<file path="config.mk">
export PLATFORM = sky130hd
export DESIGN_NAME = apb_decode_mux
export DESIGN_NICKNAME = d
export VERILOG_FILES = /design/src/rtl/apb_decode_mux.sv
export SDC_FILE = /design/constraint.sdc
export NUM_CORES = 1
export LEC_CHECK = 0
export ABC_AREA = 1
export CAP_MARGIN = 20
export CORE_AREA = 5 5 132 134
export DETAILED_ROUTE_END_ITERATION = 16
export DIE_AREA = 0 0 137 139
export DONT_BUFFER_PORTS = 1
export PLACE_DENSITY = 0.31
export SLEW_MARGIN = 20
export SYNTH_ARGS = -nofsm -noshare
export SYNTH_HDL_FRONTEND = slang
export SYNTH_SLANG_ARGS = --single-unit
</file>
<file path="constraint.sdc">
create_clock -name clk_i -period 3.83 [get_ports clk_i]
set_input_delay 0.1915 -clock clk_i [delete_from_list [all_inputs] [get_ports clk_i]]
set_output_delay 0.1915 -clock clk_i [all_outputs]
set_load 0.1 [all_outputs]
</file>
<file path="src/rtl/apb_decode_mux.sv">
// apb_decode_mux: APB address-rule demux with unmapped-access error responder and ACCESS-phase timeout watchdog.
module apb_decode_mux #(
  parameter int NumSlaves = 4,
  parameter int AddrWidth = 32,
  parameter int DataWidth = 32,
  parameter logic [NumSlaves-1:0][AddrWidth-1:0] SlvBase = '0,
  parameter logic [NumSlaves-1:0][AddrWidth-1:0] SlvLast = '0,
  parameter int TimeoutCycles = 255
) (
  input  logic                                clk_i,
  input  logic                                rst_i,
  input  logic                                s_psel_i,
  input  logic                                s_penable_i,
  input  logic                                s_pwrite_i,
  input  logic [AddrWidth-1:0]                s_paddr_i,
  input  logic [DataWidth-1:0]                s_pwdata_i,
  output logic [DataWidth-1:0]                s_prdata_o,
  output logic                                s_pready_o,
  output logic                                s_pslverr_o,
  output logic [NumSlaves-1:0]                m_psel_o,
  output logic                                m_penable_o,
  output logic                                m_pwrite_o,
  output logic [AddrWidth-1:0]                m_paddr_o,
  output logic [DataWidth-1:0]                m_pwdata_o,
  input  logic [NumSlaves-1:0][DataWidth-1:0] m_prdata_i,
  input  logic [NumSlaves-1:0]                m_pready_i,
  input  logic [NumSlaves-1:0]                m_pslverr_i,
  input  logic                                err_clr_i,
  output logic                                err_valid_o,
  output logic                                err_timeout_o,
  output logic [AddrWidth-1:0]                err_addr_o,
  output logic                                err_irq_o
);
  localparam int SW = NumSlaves > 1 ? $clog2(NumSlaves) : 1;
  localparam int CW = TimeoutCycles > 0 ? $clog2(TimeoutCycles + 1) : 1;
  typedef enum logic [1:0] {IDLE, ACCESS, ERR_RESP} state_t;
  state_t state_q, state_d;
  logic [SW-1:0] sel_q, hit_idx;
  logic [CW-1:0] cnt_q;
  logic hit, setup, sel_ready, timeout, err_resp, fwd;
  // Scan downwards so the lowest matching rule index wins on overlap.
  always_comb begin
    hit = 1'b0;
    hit_idx = '0;
    for (int i = NumSlaves - 1; i >= 0; i--)
      if (s_paddr_i >= SlvBase[i] && s_paddr_i < SlvLast[i]) begin
        hit = 1'b1;
        hit_idx = SW'(i);
      end
  end
  assign setup     = s_psel_i & ~s_penable_i;
  assign sel_ready = m_pready_i[sel_q];
  assign timeout   = TimeoutCycles != 0 && state_q == ACCESS && s_psel_i && s_penable_i
                     && cnt_q == CW'(TimeoutCycles);
  assign err_resp  = state_q == ERR_RESP && s_psel_i && s_penable_i;
  assign fwd       = state_q == ACCESS && !timeout;
  always_ff @(posedge clk_i) begin
    if (rst_i) state_q <= IDLE;
    else state_q <= state_d;
  end
  always_comb begin
    state_d = state_q;
    if (state_q == IDLE) state_d = !setup ? IDLE : hit ? ACCESS : ERR_RESP;
    else if (!s_psel_i || timeout || err_resp || (state_q == ACCESS && s_penable_i && sel_ready))
      state_d = IDLE;
  end
  always_comb begin
    m_psel_o = '0;
    if (state_q == IDLE && setup && hit) m_psel_o[hit_idx] = 1'b1;
    else if (state_q == ACCESS && s_psel_i && !timeout) m_psel_o[sel_q] = 1'b1;
    m_penable_o = state_q == ACCESS && s_psel_i && s_penable_i && !timeout;
    s_pready_o  = fwd ? sel_ready : (timeout | err_resp);
    s_pslverr_o = fwd ? m_pslverr_i[sel_q] : (timeout | err_resp);
    s_prdata_o  = fwd ? m_prdata_i[sel_q] : '0;
    m_pwrite_o  = s_pwrite_i;
    m_paddr_o   = s_paddr_i;
    m_pwdata_o  = s_pwdata_i;
  end
  always_ff @(posedge clk_i) begin
    if (rst_i) begin
      sel_q         <= '0;
      cnt_q         <= '0;
      err_valid_o   <= 1'b0;
      err_timeout_o <= 1'b0;
      err_addr_o    <= '0;
      err_irq_o     <= 1'b0;
    end else begin
      if (state_q == IDLE && setup && hit) sel_q <= hit_idx;
      cnt_q <= (state_q == ACCESS && state_d == ACCESS) ? cnt_q + CW'(s_penable_i & ~sel_ready) : '0;
      err_irq_o <= timeout | err_resp;
      if (timeout | err_resp) begin
        err_valid_o   <= 1'b1;
        err_timeout_o <= timeout;
        err_addr_o    <= s_paddr_i;
      end else if (err_clr_i) err_valid_o <= 1'b0;
    end
  end
endmodule

</file>
==> out/results.ini <==
[yosys]
netlist_top_cells_count = nor2_1 (102), buf_4 (68), dfxtp_1 (45)
synthFlopType = dfxtp_1
yosysMostFrequentCell = nor2_1
syn_avg_cell_area_um2 = 7.15
synth_seq_cells = 45
yosysUniqueCellTypes = 28
syn_area_um2 = 2550
synth_edf_count = 0
synthesis.instances = 357
ys_warn_count = 0
synth_area_leaders = dfxtp_1 (35%), buf_4 (20%), nor2_1 (15%)
seq_area_frac_synth = 0.353
synth_area_leader_cell = dfxtp_1
yosysTopAreaCellShare = 0.353
synthArstFlopShare = 0

[flow_run]
maxCapViolCount = 0

[critical_path]
crit_fanout = 36
arrival_ns = 2.42
crit_chain = nand2_2, nor2_4, nand3_4, nand2_4, inv_6, nand2_1
start_kind = register
max_stage_delay_ns = 0.73
crit_type = reg2out
cp_slowest_cell = nand2_1
crit_required_ns = 3.64
crit_path_end_kind = output pin

[layout]
fill_cells = 1818
areaGrowthSynthToFinish_pct = 6.77
drive_gt1_frac = 0.281
nets = 527
diodes = 0
finalInstanceArea_um2 = 2720
finish.utilization = 0.168

[sta]
slew_headroom = 0.209
clock_skew_ns = 0.00316
final-setup-viol-count = 0
worst_slew_pin_slew_ns = 1.18
finalHoldViolations = 0
holdWs_ns = 0.0308
finalCriticalPeriod_ns = 2.61
rsz0062_at_grt = no
fin_crit_sh = 0.682
slew_violations = 0
timing.setup.tns_ns = 0
fmax_mhz = 383

[power_and_ir_drop]
ir_worst_vdd_mv = 0.173
p_leak_uw = 0.00123
power_uw = 1070
powerDensity_nw_per_um2 = 393

[global_routing]
grt_remaining_overflow = 0
grt_pass1_wl_mm = 11.0
globalRouteTotalUtil = 0.0766
antenna_found_initial = 0
first_global_vias = 1891
grt_max_degree = 37

[floorplanning]
initial_utilization = 0.158
rows = 47
die_height_um = 139
fp.dieW_um = 137
dieArea_um2 = 19000
core-area_um2 = 16200
io_pins = 345

[clock_tree]
cts_htree_levels = 2
cts_tree = built
tritoncts.num_buffers = 5
worstSkewPairLatency_ns = 0.28
cts.reportedPaths.clkPinSlew_ns = 0.07
cts.sinks = 45
root_buffer = clkbuf_16
ctsLongestPathBuffers = 2

[placed_design]
dp_hpwl_mm = 6.06
post_dp_cell_area_um2 = 2560
portBuffers = 0
place_congestion = 0.684

[routing]
drt-pass1-iter-count = 4
vias_per_cell = 3.66
num_vias = 1974
antenna_left = 0
drcViolationCount = 0
initialDrtViolationCount = 72
wl_per_cell_um = 14.6
routed_wirelength_mm = 7.86

[hold_path]
hold_path.class = in2reg

[status]
status = finished clean

[repair_timing]
item,in CTS,in global routing
hold buffers,1,0
endpoints found under the hold margin,5,0
gates resized for setup,0,0
buffers inserted,0,0
[state kept, by name, summed over array words and instances, names as in the netlist]
register       cells
err_addr_o        32
cnt_q              8
state_q            2
err_irq_o          1
err_timeout_o      1
err_valid_o        1
[cell type report]
cell class | count | area [um^2] | share of cell area
repair buffers | 33 | 250 | 0.0919
flip-flops and latches | 45 | 901 | 0.331
clock buffers | 7 | 153 | 0.0560
inverters | 46 | 178 | 0.0652
clock inverters | 1 | 5.00 | 0.00184
well taps | 220 | 275 | 0.101
multi-input cells | 188 | 962 | 0.353
[through the flow]
stage	setup WS, ns	cells
after floorplan	0.846	359
after global placement	1.49	531
after detailed placement	1.46	531
after CTS	1.14	540
after global routing	1.02	540
final	1.22	540
[final timing paths]
| kind | startpoint | end | slack, ns | depth (start not counted) |
|---|---|---|---|---|
| max | cnt_q[5] | s_pready_o | 1.22 | 6 |
| min | s_paddr_i[11] | err_addr_o[11] | 0.03 | 2 |
| max reg2reg | cnt_q[5] | err_addr_o[16] | 2.07 | 7 |
| min reg2reg | state_q[1] | state_q[1] | 0.52 | 2 |
[logic make-up after synthesis]
group,after synthesis,synth area share
AO/OA/AOI/OAI,36,0.0731
XOR/XNOR,5,0.0172
adder cells (fa/ha/maj),2,0.00981
buffers and inverters,126,0.307
flip-flops,45,0.353
other,1,0.00147
AND/OR/NAND/NOR,142,0.239
[layer usage]
layer	wire length (um)	vias up	global-route usage	share of wire
met3	1110	11	0.0352	0.14
met5	0	-	0	0
met1	2750	862	0.0713	0.35
met2	3870	171	0.144	0.49
li1	-	930	-	-
met4	126	0	0.0284	0.016
[critical path: cells and delay by family (launching register included)]
kind,cells,cell delay [ns]
flip-flops,1,0.42
buffers and inverters,1,0.21
AND/OR/NAND/NOR,5,1.49
[report_power, final]
group	switching (uW)	internal (uW)	leakage, uW
Combinational	43.9	11.4	0.000782
Clock	189	277	0.0000799
Sequential	72.3	477	0.000364
[cells in the final DEF, fill, tap and decap left out, types with 5 or more instances in the layout]
master / Yosys / routed
dfxtp_1: 45 / 45
inv_1: 44 / 44
nor2_2: 9 / 41
o21ai_1: 8 / 8
buf_4: 68 / 32
nand3_1: 5 / 5
nand4_1: 5 / 5
o21ai_0: 24 / 24
nand2_1: 15 / 14
clkbuf_16: 0 / 5
nor2_1: 102 / 70
Power figures use the tool's default switching activity.
